==> src/rtl/mem_port_arbiter_pkg.sv <==
// Shared types and constants for the IF/MEM memory port arbiter.
package mem_arb_pkg;

    localparam int CNT_W = 4;

    localparam logic [CNT_W-1:0] CNT_ZERO = {CNT_W{1'b0}};
    localparam logic [CNT_W-1:0] CNT_ONE  = {{(CNT_W-1){1'b0}}, 1'b1};

    typedef enum logic {
        ST_IDLE = 1'b0,
        ST_BUSY = 1'b1
    } state_t;

    typedef enum logic {
        GNT_IF = 1'b0,
        GNT_DM = 1'b1
    } gnt_t;

endpackage

==> src/rtl/mem_port_arbiter_if.sv <==
// Request/response and memory-port bundle. The arbiter uses the slave modport;
// the requesters and the memory sit on the master side.
interface mem_port_arbiter_if;

    logic        if_req;
    logic [31:0] if_addr;
    logic [31:0] if_rdata;
    logic        if_ack;
    logic        dm_req;
    logic        dm_we;
    logic [31:0] dm_addr;
    logic [31:0] dm_wdata;
    logic [31:0] dm_rdata;
    logic        dm_ack;
    logic        mem_cs;
    logic        mem_we;
    logic [31:0] mem_addr;
    logic [31:0] mem_wdata;
    logic [31:0] mem_rdata;
    logic        stall_f;
    logic        stall_m;

    modport slave (
        input  if_req, if_addr, dm_req, dm_we, dm_addr, dm_wdata, mem_rdata,
        output if_rdata, if_ack, dm_rdata, dm_ack,
               mem_cs, mem_we, mem_addr, mem_wdata, stall_f, stall_m
    );

    modport master (
        output if_req, if_addr, dm_req, dm_we, dm_addr, dm_wdata, mem_rdata,
        input  if_rdata, if_ack, dm_rdata, dm_ack,
               mem_cs, mem_we, mem_addr, mem_wdata, stall_f, stall_m
    );

endinterface

==> src/rtl/mem_port_arbiter_starve_cnt.sv <==
// Starvation counter for IF under continuous DM traffic; compiled only when
// ARB_FAIR_EN is defined.
`ifdef ARB_FAIR_EN
module arb_starve_cnt
    import mem_arb_pkg::*;
#(
    parameter int STARVE_MAX = 4
) (
    input  logic clk,
    input  logic rst,
    input  logic inc,
    input  logic clr,
    output logic force_if
);

    localparam logic [CNT_W-1:0] LIMIT = CNT_W'(STARVE_MAX);

    logic [CNT_W-1:0] cnt_q;
    logic [CNT_W-1:0] cnt_d;

    assign force_if = (cnt_q == LIMIT);

    // Next count: clear on IF grant, count DM grants that bypass a waiting IF
    always_comb begin
        cnt_d = cnt_q;
        if (clr) begin
            cnt_d = CNT_ZERO;
        end else if (inc && !force_if) begin
            cnt_d = cnt_q + CNT_ONE;
        end else begin
            cnt_d = cnt_q;
        end
    end

    // Counter register
    always_ff @(posedge clk or posedge rst) begin
        if (rst) begin
            cnt_q <= CNT_ZERO;
        end else begin
            cnt_q <= cnt_d;
        end
    end

endmodule
`endif

==> src/rtl/mem_port_arbiter.sv <==
// Single-port memory arbiter for the IF and MEM stages with data priority and a
// fixed-latency access FSM. Define ARB_FAIR_EN to bound IF starvation.
module mem_port_arbiter
    import mem_arb_pkg::*;
#(
    parameter int WAIT_CYC   = 2,
    parameter int STARVE_MAX = 4
) (
    input logic               clk,
    input logic               rst,
    mem_port_arbiter_if.slave bus
);

    localparam logic [CNT_W-1:0] WAIT_LD = CNT_W'(WAIT_CYC);

    state_t           state_q,    state_d;
    gnt_t             gnt_q,      gnt_d;
    logic [CNT_W-1:0] cnt_q,      cnt_d;
    logic [31:0]      addr_q,     addr_d;
    logic             we_q,       we_d;
    logic [31:0]      wdata_q,    wdata_d;
    logic [31:0]      if_rdata_q, if_rdata_d;
    logic [31:0]      dm_rdata_q, dm_rdata_d;
    logic             if_ack_q,   if_ack_d;
    logic             dm_ack_q,   dm_ack_d;
    logic             force_if_s;

`ifdef ARB_FAIR_EN
    logic inc_s;
    logic clr_s;

    assign inc_s = (state_q == ST_IDLE) && (state_d == ST_BUSY) &&
                   (gnt_d == GNT_DM) && bus.if_req;
    assign clr_s = (state_q == ST_IDLE) && (state_d == ST_BUSY) &&
                   (gnt_d == GNT_IF);

    arb_starve_cnt #(
        .STARVE_MAX (STARVE_MAX)
    ) u_starve (
        .clk      (clk),
        .rst      (rst),
        .inc      (inc_s),
        .clr      (clr_s),
        .force_if (force_if_s)
    );
`else
    // Always 0 over the legal STARVE_MAX range: strict data priority.
    assign force_if_s = (STARVE_MAX == 0);
`endif

    // Arbitration in IDLE, wait countdown in BUSY, result capture on the last BUSY cycle
    always_comb begin
        state_d    = state_q;
        gnt_d      = gnt_q;
        cnt_d      = cnt_q;
        addr_d     = addr_q;
        we_d       = we_q;
        wdata_d    = wdata_q;
        if_rdata_d = if_rdata_q;
        dm_rdata_d = dm_rdata_q;
        if_ack_d   = 1'b0;
        dm_ack_d   = 1'b0;
        case (state_q)
            ST_IDLE: begin
                if (bus.dm_req && !(force_if_s && bus.if_req)) begin
                    state_d = ST_BUSY;
                    gnt_d   = GNT_DM;
                    cnt_d   = WAIT_LD;
                    addr_d  = bus.dm_addr;
                    we_d    = bus.dm_we;
                    wdata_d = bus.dm_wdata;
                end else if (bus.if_req) begin
                    state_d = ST_BUSY;
                    gnt_d   = GNT_IF;
                    cnt_d   = WAIT_LD;
                    addr_d  = bus.if_addr;
                    we_d    = 1'b0;
                end else begin
                    state_d = ST_IDLE;
                end
            end
            ST_BUSY: begin
                if (cnt_q == CNT_ZERO) begin
                    state_d = ST_IDLE;
                    if (gnt_q == GNT_DM) begin
                        dm_ack_d = 1'b1;
                        if (!we_q) begin
                            dm_rdata_d = bus.mem_rdata;
                        end else begin
                            dm_rdata_d = dm_rdata_q;
                        end
                    end else begin
                        if_ack_d   = 1'b1;
                        if_rdata_d = bus.mem_rdata;
                    end
                end else begin
                    cnt_d = cnt_q - CNT_ONE;
                end
            end
            default: begin
                state_d = ST_IDLE;
            end
        endcase
    end

    // State and datapath registers; reset aborts any access in flight
    always_ff @(posedge clk or posedge rst) begin
        if (rst) begin
            state_q    <= ST_IDLE;
            gnt_q      <= GNT_IF;
            cnt_q      <= CNT_ZERO;
            addr_q     <= 32'h0000_0000;
            we_q       <= 1'b0;
            wdata_q    <= 32'h0000_0000;
            if_rdata_q <= 32'h0000_0000;
            dm_rdata_q <= 32'h0000_0000;
            if_ack_q   <= 1'b0;
            dm_ack_q   <= 1'b0;
        end else begin
            state_q    <= state_d;
            gnt_q      <= gnt_d;
            cnt_q      <= cnt_d;
            addr_q     <= addr_d;
            we_q       <= we_d;
            wdata_q    <= wdata_d;
            if_rdata_q <= if_rdata_d;
            dm_rdata_q <= dm_rdata_d;
            if_ack_q   <= if_ack_d;
            dm_ack_q   <= dm_ack_d;
        end
    end

    assign bus.mem_cs    = (state_q == ST_BUSY);
    assign bus.mem_we    = (state_q == ST_BUSY) && we_q;
    assign bus.mem_addr  = addr_q;
    assign bus.mem_wdata = wdata_q;
    assign bus.if_rdata  = if_rdata_q;
    assign bus.dm_rdata  = dm_rdata_q;
    assign bus.if_ack    = if_ack_q;
    assign bus.dm_ack    = dm_ack_q;
    assign bus.stall_f   = bus.if_req & ~if_ack_q;
    assign bus.stall_m   = bus.dm_req & ~dm_ack_q;

endmodule

==> src/flat_wrapper.sv <==
// flat-port wrapper written by rule: the top's interface ports become plain ports
module mem_port_arbiter_flat import mem_arb_pkg::*;
#(
    parameter int WAIT_CYC   = 2,
    parameter int STARVE_MAX = 4
)
  (clk, rst, bus_if_req, bus_if_addr, bus_dm_req, bus_dm_we, bus_dm_addr, bus_dm_wdata, bus_mem_rdata, bus_if_rdata, bus_if_ack, bus_dm_rdata, bus_dm_ack, bus_mem_cs, bus_mem_we, bus_mem_addr, bus_mem_wdata, bus_stall_f, bus_stall_m);
  mem_port_arbiter_if bus_i ();
  input logic clk;
  input logic rst;
  input wire logic [$bits(bus_i.if_req)-1:0] bus_if_req;
  input wire logic [$bits(bus_i.if_addr)-1:0] bus_if_addr;
  input wire logic [$bits(bus_i.dm_req)-1:0] bus_dm_req;
  input wire logic [$bits(bus_i.dm_we)-1:0] bus_dm_we;
  input wire logic [$bits(bus_i.dm_addr)-1:0] bus_dm_addr;
  input wire logic [$bits(bus_i.dm_wdata)-1:0] bus_dm_wdata;
  input wire logic [$bits(bus_i.mem_rdata)-1:0] bus_mem_rdata;
  output wire logic [$bits(bus_i.if_rdata)-1:0] bus_if_rdata;
  output wire logic [$bits(bus_i.if_ack)-1:0] bus_if_ack;
  output wire logic [$bits(bus_i.dm_rdata)-1:0] bus_dm_rdata;
  output wire logic [$bits(bus_i.dm_ack)-1:0] bus_dm_ack;
  output wire logic [$bits(bus_i.mem_cs)-1:0] bus_mem_cs;
  output wire logic [$bits(bus_i.mem_we)-1:0] bus_mem_we;
  output wire logic [$bits(bus_i.mem_addr)-1:0] bus_mem_addr;
  output wire logic [$bits(bus_i.mem_wdata)-1:0] bus_mem_wdata;
  output wire logic [$bits(bus_i.stall_f)-1:0] bus_stall_f;
  output wire logic [$bits(bus_i.stall_m)-1:0] bus_stall_m;
  assign bus_i.if_req = bus_if_req;
  assign bus_i.if_addr = bus_if_addr;
  assign bus_i.dm_req = bus_dm_req;
  assign bus_i.dm_we = bus_dm_we;
  assign bus_i.dm_addr = bus_dm_addr;
  assign bus_i.dm_wdata = bus_dm_wdata;
  assign bus_i.mem_rdata = bus_mem_rdata;
  assign bus_if_rdata = bus_i.if_rdata;
  assign bus_if_ack = bus_i.if_ack;
  assign bus_dm_rdata = bus_i.dm_rdata;
  assign bus_dm_ack = bus_i.dm_ack;
  assign bus_mem_cs = bus_i.mem_cs;
  assign bus_mem_we = bus_i.mem_we;
  assign bus_mem_addr = bus_i.mem_addr;
  assign bus_mem_wdata = bus_i.mem_wdata;
  assign bus_stall_f = bus_i.stall_f;
  assign bus_stall_m = bus_i.stall_m;
  mem_port_arbiter #(.WAIT_CYC(WAIT_CYC), .STARVE_MAX(STARVE_MAX)) u_core (.clk(clk), .rst(rst), .bus(bus_i));
endmodule
==> config.mk <==
export PLATFORM = sky130hd
export DESIGN_NAME = mem_port_arbiter_flat
export DESIGN_NICKNAME = d
export VERILOG_FILES = /design/src/rtl/mem_port_arbiter_pkg.sv /design/src/rtl/mem_port_arbiter_if.sv /design/src/rtl/mem_port_arbiter_starve_cnt.sv /design/src/rtl/mem_port_arbiter.sv /design/src/flat_wrapper.sv
export SDC_FILE = /design/constraint.sdc
export NUM_CORES = 1
export LEC_CHECK = 0
export BUFFER_PORTS_ARGS = -buffer_cell sky130_fd_sc_hd__buf_2
export CAP_MARGIN = 20
export CORE_ASPECT_RATIO = 1.5
export CORE_UTILIZATION = 25
export DETAILED_ROUTE_END_ITERATION = 8
export PLACE_DENSITY = 0.48
export SETUP_SLACK_MARGIN = 0.2
export SLEW_MARGIN = 20
export SYNTH_ARGS = -nofsm -noshare
export SYNTH_HDL_FRONTEND = slang
export SYNTH_SLANG_ARGS = --single-unit
==> constraint.sdc <==
create_clock -name clk -period 6.2 [get_ports clk]
set_input_delay 0.93 -clock clk [delete_from_list [all_inputs] [get_ports clk]]
set_output_delay 0.93 -clock clk [all_outputs]
set_load 0.01 [all_outputs]
Word-level counts from Yosys, hierarchy flattened:

Index checks and enable logic that the tools add are counted.

* output and inout port bits: 134
* input bits: 133
* register bits after elaboration: 137

* add/sub/neg operators: 1
* bitwise gates (word level): 7
* reductions and logical operators: 8
* muxes and demuxes: 19
* equal/unequal tests: 2

Operator list (number)
* 2-to-1 mux 32 bit: 2
* 2-to-1 mux 1 bit: 12
* 2-to-1 mux 4 bit: 3
* case mux 4 bit (2 select lines): 1
* AND reduction 2 bit: 3
* NOT 1 bit: 5
* logical NOT 4 bit: 1
* AND reduction 4 bit: 1
* subtractor 4 x 1 -> 4 bit, second input constant: 1
* != test 3 bit, second input constant: 1
* AND reduction 3 bit: 1
* AND 1 bit: 2
* != test 2 bit, second input constant: 1
* case mux 1 bit (2 select lines): 1
* nonzero test 2 bit: 1
* logical AND 1 bit: 1

Longest topological paths before layout:

Gate-level depths: netlist (run 1).

* depth after elaboration: 3
* depth in mapped cells: 6

Least setup slack after synthesis (run 1):

OpenSTA, ideal clock, no wires.

* kind: input-to-output
* start: input port bus_dm_req
* end: output port bus_stall_m
* stages: 3
* required time: 5.270 ns
* setup slack: 3.653 ns
* data arrival time: 1.617 ns
* cells stage by stage: buf_2 > buf_2 > nor2b_1

* word-level cells in the longest chain between the ends: 1

Ends and longest elaborated chain
* start, declared: line flat_wrapper.sv:13 `input wire logic [$bits(bus_i.dm_req)-1:0] bus_dm_req;`
* AND 1 bit: line mem_port_arbiter.sv:142 `assign bus.stall_m = bus.dm_req & ~dm_ack_q;`
* end, declared: line flat_wrapper.sv:27 `output wire logic [$bits(bus_i.stall_m)-1:0] bus_stall_m;`

No other way between the ends.

Worst setup path in the final report (run 1):

Same ends and word-level chain as after synthesis.

==> results of run 1 <==
[sequential cells by signal (all words and copies together), names as in the netlist]
name and cells:
u_core.bus.dm_ack 1, u_core.bus.if_rdata 32, u_core.cnt_q 4, u_core.bus.mem_cs 1, u_core.bus.dm_rdata 32, u_core.bus.mem_addr 32, u_core.bus.mem_wdata 32, u_core.gnt_q 1
u_core.bus.if_ack 1, u_core.we_q 1
[routing by layer]
metal	share of wire [%]	wire, microns
met5	0	0
met4	3.0	425
met3	4.2	586
met2	56	7760
met1	37	5170
[power by group through the flow]
stage / Sequential [W] / Clock (W) / Combinational, W
4_1_cts: 0.00158 / 0.00110 / 0.00147
5_1_grt: 0.00164 / 0.00114 / 0.00157
2_1_floorplan: 0.00177 / 0 / 0.000616
3_3_place_gp: 0.00157 / 0 / 0.00143
6_report: 0.00157 / 0.00106 / 0.00143
3_5_place_dp: 0.00159 / 0 / 0.00147
[per-stage QoR]
stage | total power [W] | setup slack, ps | util [%]
floorplan | 0.00239 | 1600 | -
finish | 0.00407 | 3210 | 36.2
CTS | 0.00415 | 3200 | 36.2
global placement | 0.00300 | 3000 | 33.2
global route | 0.00435 | 3120 | 36.2
detailed placement | 0.00306 | 2910 | 33.3
[cells in the final DEF, fill, tap and decap left out, drive strengths merged, types with 2 or more instances in the layout]
cell type,netlist,layout
a21o,2,2
buf,17,270
bufinv,0,4
clkbuf,5,19
clkinv,0,5
dfrtp,137,137
inv,4,5
mux2,97,97
mux2i,34,34
nand2,39,39
nor2,5,5
nor2b,4,4
nor4b,2,2
o21ai,32,32
[worst paths after layout]
| path | to | slack [ps] | startpoint |
|---|---|---|---|
| worst min-delay path | u_core.bus.mem_addr[9] | 470 | u_core.bus.mem_addr[9] |
| max in group asynchronous | u_core.bus.dm_rdata[25] | 4320 | rst |
| worst min register to register | u_core.bus.mem_addr[9] | 470 | u_core.bus.mem_addr[9] |
| min in group asynchronous | u_core.bus.mem_wdata[21] | 630 | rst |
| worst max-delay path | bus_stall_m | 3210 | bus_dm_req |
| worst max register to register | u_core.bus.if_rdata[9] | 3610 | u_core.cnt_q[0] |
[tightest hold or removal path, stage by stage, from the launching register on]
cell     delay, ps
dfrtp_1        330
nand2_1         40
o21ai_0         60
[final cells by class]
| cell class | count | area (sq um) |
|---|---|---|
| Clock inverter | 11 | 173 |
| Fill cell | 2127 | 13500 |
| Clock buffer | 19 | 443 |
| Sequential cell | 137 | 3430 |
| Tap cell | 268 | 335 |
| Timing Repair Buffer | 270 | 1370 |
| Multi-Input combinational cell | 223 | 1910 |
| Inverter | 4 | 20.0 |
[cells by family after synthesis]
| logic type | count (synthesis) | share of synthesized area, % |
|---|---|---|
| muxes | 131 | 26.2 |
| buffers and inverters | 26 | 2.56 |
| DFF | 137 | 62.7 |
| and+or+nand+nor | 54 | 4.58 |
| adders and majority gates | 1 | 0.229 |
| AOI/OAI and AO/OA | 37 | 3.66 |
==> impl_metrics.yaml, run 1 <==
run_status:
  status: "finished, final reports clean"
clocking:
  clk_path_buf_depth: 2
  path_clk_slew_ps: 60
  cts_buffers: 17
  cts.sinks: 137
  postCtsHoldBufs: 0
  clock_latency_ps: 410
  post_cts_buffers: 0
  cts_tree: "built"
  root_buffer: "clkbuf_16"
  post_cts_resized: 0
  cts_htree_levels: 4
detailed_routing:
  vias: 3941
  first_pass_iters: 4
  viasPerCell: 4.23
  drtIter0Drc: 120
  drc: 0
  finalWirelength_microns: 13900
  wl_per_cell_microns: 15.0
  ant_nets: 0
yosys:
  synth_top_area_share_pct: 62.7
  yosys_warnings: 0
  syn_area_sq_um: 5460
  synth-async-reset-ratio_pct: 100
  synth_seq_area_share_pct: 62.7
  synth_ff_type: "dfrtp_1"
  synth.avg_cell_area_sq_um: 14.2
  synth.distinct_cells: 23
  synth_nets: 520
  synth_common_cells: "137 x dfrtp_1, 93 x mux2_2, 39 x nand2_1"
  synth_top_area_cell: "dfrtp_1"
  synth_cells: 386
  ys_ff_latch: 137
  synth_edf_count: 0
  yosysMostFrequentCell: "dfrtp_1"
  synth_area_leaders: "dfrtp_1 63%, mux2_2 19%, mux2i_1 6.2%"
floorplan:
  design.die.area_sq_um: 22500
  ios: 267
  die_x_microns: 123
  dieHeight_microns: 183
  start_util_pct: 25.7
  fp.coreArea_sq_um: 21200
  rows: 65
global_route:
  grt_util_met2_pct: 23.7
  use_met3_pct: 2.36
  grt-busiest-layer: "met2"
  grt_max_degree: 81
  grt_pass1_vias: 4157
  overflow: 0
  grt_first_pass_wirelength_microns: 21800
  track_usage_pct: 13.0
  use_met1_pct: 13.9
  antenna_found_initial: 0
setup_path:
  crit_top_cell: "buf_2"
  required_ps: 5270
  startpoint_type: "input port"
  path_depth: 3
  cp.buffers_inverters: 2
  path_max_fanout: 36
  worstSetupPathType: "in2out"
  arrival_ps: 2060
  reg2reg_depth: 6
  crit_chain: "buf_2 > nor2b_1 > buf_2"
  end_kind: "output port"
  cp_slowest_stage_delay_ps: 750
  critical_path.top_delay_family: "buffers and inverters"
  slowest_stage: "buf_2"
flow_run:
  cap_violations: 0
final_layout:
  nets: 787
  drive_above_1_share_pct: 59.6
  syn2layout_area_growth_pct: 40.6
  diodes: 0
  final_area_sq_um: 7680
  final_cells: 932
sta:
  fin_crit_sh_pct: 48.2
  setup_viol: 0
  finalHoldViolations: 0
  slew_headroom_pct: 31.5
  final.setup.tns_ps: 0
  fin_crit_ps: 2990
  tightest_slew_ps: 1020
  max_freq_mhz: 334
  rsz0062_at_grt: "no"
  fin_skew_ps: 8.85
  whs_ps: 472
  final_max_slew_viol_count: 0
hold_path:
  hold_depth: 2
  hold_path_class: "reg2reg"
power_and_ir_drop:
  p_sw_share_pct: 32.7
  p_seq_share_pct: 38.7
  pwr-share-clk_pct: 26.1
  power.density_nw_per_um2: 529
  ir_drop_mv: 0.173
  power_leakage_nw: 3.85
  p_comb_share_pct: 35.2
  internal-power_w: 0.00273
  power.net_switching_w: 0.00133
placed_design:
  dp.cells: 902
  dp_hpwl_microns: 10500
  place.gp.congestion: 0.718
  port_buffers: 266
  placed_area_sq_um: 7070
Power figures use the tool's default switching activity.
==> run 2, diff against run 1 <==
--- a/config.mk
+++ b/config.mk
@@ -5,12 +5,13 @@
 export SDC_FILE = /design/constraint.sdc
 export NUM_CORES = 1
 export LEC_CHECK = 0
+export ABC_AREA = 1
 export BUFFER_PORTS_ARGS = -buffer_cell sky130_fd_sc_hd__buf_2
 export CAP_MARGIN = 20
 export CORE_ASPECT_RATIO = 1.5
 export CORE_UTILIZATION = 25
 export DETAILED_ROUTE_END_ITERATION = 8
-export PLACE_DENSITY = 0.48
+export PLACE_DENSITY = 0.49
 export SETUP_SLACK_MARGIN = 0.2
 export SLEW_MARGIN = 20
 export SYNTH_ARGS = -nofsm -noshare
==> constraint.sdc (replaced) <==
create_clock -name clk -period 2.5 [get_ports clk]
set_input_delay 0.375 -clock clk [delete_from_list [all_inputs] [get_ports clk]]
set_output_delay 0.375 -clock clk [all_outputs]
set_load 0.01 [all_outputs]
==> run 2 against run 1 <==
Register-to-register slack lost 2900 ps. Worst hold slack lost 450 ps. Total power grew to 2.5 times the previous value. First-iteration DRC count grew 37%. Global-route usage grew 0.58 points. Largest power group unchanged.
==> impl_metrics.yaml, run 2 <==
yosys:
  synth_top_area_cell: "dfrtp_1"
  yosys_warnings: 0
  synth.avg_cell_area_sq_um: 10.4
  synth_edf_count: 0
  synth.distinct_cells: 27
  synth-async-reset-ratio_pct: 100
  synth_common_cells: "139 x nand2_1, 137 x dfrtp_1, 44 x inv_1"
  syn_area_sq_um: 5590
  synth_ff_type: "dfrtp_1"
  synth_nets: 670
  synth_top_area_share_pct: 61.3
  synth_cells: 536
  ys_ff_latch: 137
  synth_seq_area_share_pct: 61.3
  synth_area_leaders: "dfrtp_1 61%, nand2_1 9.3%, mux2_2 6.4%"
  yosysMostFrequentCell: "nand2_1"
clocking:
  root_buffer: "clkbuf_16"
  clock_latency_ps: 420
  post_cts_resized: 0
  path_clk_slew_ps: 60
  cts_buffers: 17
  post_cts_buffers: 0
  clk_path_buf_depth: 2
  postCtsHoldBufs: 0
  cts.sinks: 137
  cts_htree_levels: 4
  cts_tree: "built"
setup_path:
  reg2reg_depth: 8
  crit_chain: "inv_1 > ha_1 > nand2_4 > inv_4 > nand3_4 > buf_4 > nand2_1 > o21ai_1"
  critical_path.top_delay_family: "buffers and inverters"
  slowest_stage: "buf_4"
  path_depth: 8
  arrival_ps: 2090
  cp.buffers_inverters: 3
  path_max_fanout: 64
  required_ps: 2840
  startpoint_type: "flop"
  worstSetupPathType: "reg2reg"
  cp_slowest_stage_delay_ps: 500
  end_kind: "flop"
sta:
  tightest_slew_ps: 655
  fin_crit_ps: 1750
  fin_skew_ps: 6.33
  final_max_slew_viol_count: 0
  final.setup.tns_ps: 0
  finalHoldViolations: 0
  setup_slack_ps: 749
  max_freq_mhz: 571
  slew_headroom_pct: 56.3
  fin_crit_sh_pct: 70.0
  setup_viol: 0
  rsz0062_at_grt: "no"
global_route:
  grt_first_pass_wirelength_microns: 23400
  track_usage_pct: 13.6
  grt_pass1_vias: 4600
  overflow: 0
  antenna_found_initial: 0
  grt_max_degree: 65
power_and_ir_drop:
  pwr-share-clk_pct: 24.4
  p_sw_share_pct: 35.7
  ir_drop_mv: 0.565
  p_comb_share_pct: 37.3
  power.net_switching_w: 0.00367
  internal-power_w: 0.00661
  p_seq_share_pct: 38.3
  power.density_nw_per_um2: 1330
  power_leakage_nw: 4.06
final_layout:
  final_cells: 1085
  syn2layout_area_growth_pct: 38.6
  drive_above_1_share_pct: 45.6
  mostFrequentLayoutCell: "buf_2"
  diodes: 0
  nets: 936
  final_cell_mix: "266 x buf_2, 139 x nand2_1, 137 x dfrtp_1"
  fill_cells: 2335
  multi_input_area_sq_um: 1770
  final_area_sq_um: 7750
  seq_area_sq_um: 3430
detailed_routing:
  ant_nets: 0
  finalWirelength_microns: 15100
  first_pass_iters: 4
  viasPerCell: 4.21
  drc: 0
  drtIter0Drc: 164
  wl_per_cell_microns: 13.9
  vias: 4566
flow_run:
  cap_violations: 0
floorplan:
  dieHeight_microns: 185
  rows: 66
  die_x_microns: 124
  design.die.area_sq_um: 23000
  fp.coreArea_sq_um: 21800
  start_util_pct: 25.6
  ios: 267
placed_design:
  pre_cts_ws_ps: 737
  dp.cells: 1055
  port_buffers: 266
  place.gp.congestion: 0.782
  placed_area_sq_um: 7180
  dp_hpwl_microns: 11200
hold_path:
  hold_path_class: "in2async"
run_status:
  status: "finished, final reports clean"
-- run 2: worst register-to-register path, cell delays in order (launching register included) --
cell	delay, ps
dfrtp_1	360
inv_1	80
ha_1	250
nand2_4	120
inv_4	50
nand3_4	40
buf_4	500
nand2_1	150
o21ai_1	110
-- run 2: through the flow --
step	power [W]	utilization, %	hold WS, ps
5_1_grt	0.0111	35.6	43.9
3_5_place_dp	0.00789	32.9	463
2_1_floorplan	0.00630	-	447
4_1_cts	0.0105	35.6	21.2
3_3_place_gp	0.00784	32.9	459
6_report	0.0103	35.6	18.9
-- run 2: final timing paths --
path | startpoint | slack (ps) | endpoint
min in group clk | bus_dm_wdata[11] | 190 | u_core.bus.mem_wdata[11]
max in group asynchronous | rst | 1830 | u_core.cnt_q[2]
min | rst | 20 | u_core.bus.if_rdata[22]
min reg2reg | u_core.bus.if_rdata[17] | 470 | u_core.bus.if_rdata[17]
max | u_core.cnt_q[0] | 750 | u_core.bus.dm_rdata[1]
max reg2reg | u_core.cnt_q[0] | 750 | u_core.bus.dm_rdata[1]
-- run 2: kinds of logic after synthesis --
family / after synthesis / share of synthesized area [%]
muxes: 32 / 6.44
DFF: 137 / 61.3
buffers and inverters: 77 / 7.07
and+or+nand+nor: 186 / 13.3
adders and majority gates: 1 / 0.224
AOI/OAI and AO/OA: 103 / 11.6
-- run 2: per-layer routing --
layer	track usage (%)	up-vias	wire length (microns)
li1	-	2269	-
met1	14.4	2090	5900
met5	0	-	0
met3	5.17	15	1270
met2	23.7	192	7630
met4	6.05	0	312
-- run 2: layout make-up --
class / instances / area share [%]
Multi-Input combinational cell: 322 / 22.8
Inverter: 46 / 2.34
Timing Repair Buffer: 278 / 18.8
Clock inverter: 10 / 1.65
Tap cell: 272 / 4.39
Sequential cell: 137 / 44.2
Clock buffer: 20 / 5.76
-- run 2: power groups by stage --
stage | Clock, W | Combinational (W) | Sequential (W)
2_1_floorplan | 0 | 0.00186 | 0.00444
3_3_place_gp | 0 | 0.00388 | 0.00396
3_5_place_dp | 0 | 0.00393 | 0.00396
4_1_cts | 0.00261 | 0.00393 | 0.00395
5_1_grt | 0.00269 | 0.00431 | 0.00409
6_report | 0.00251 | 0.00383 | 0.00393
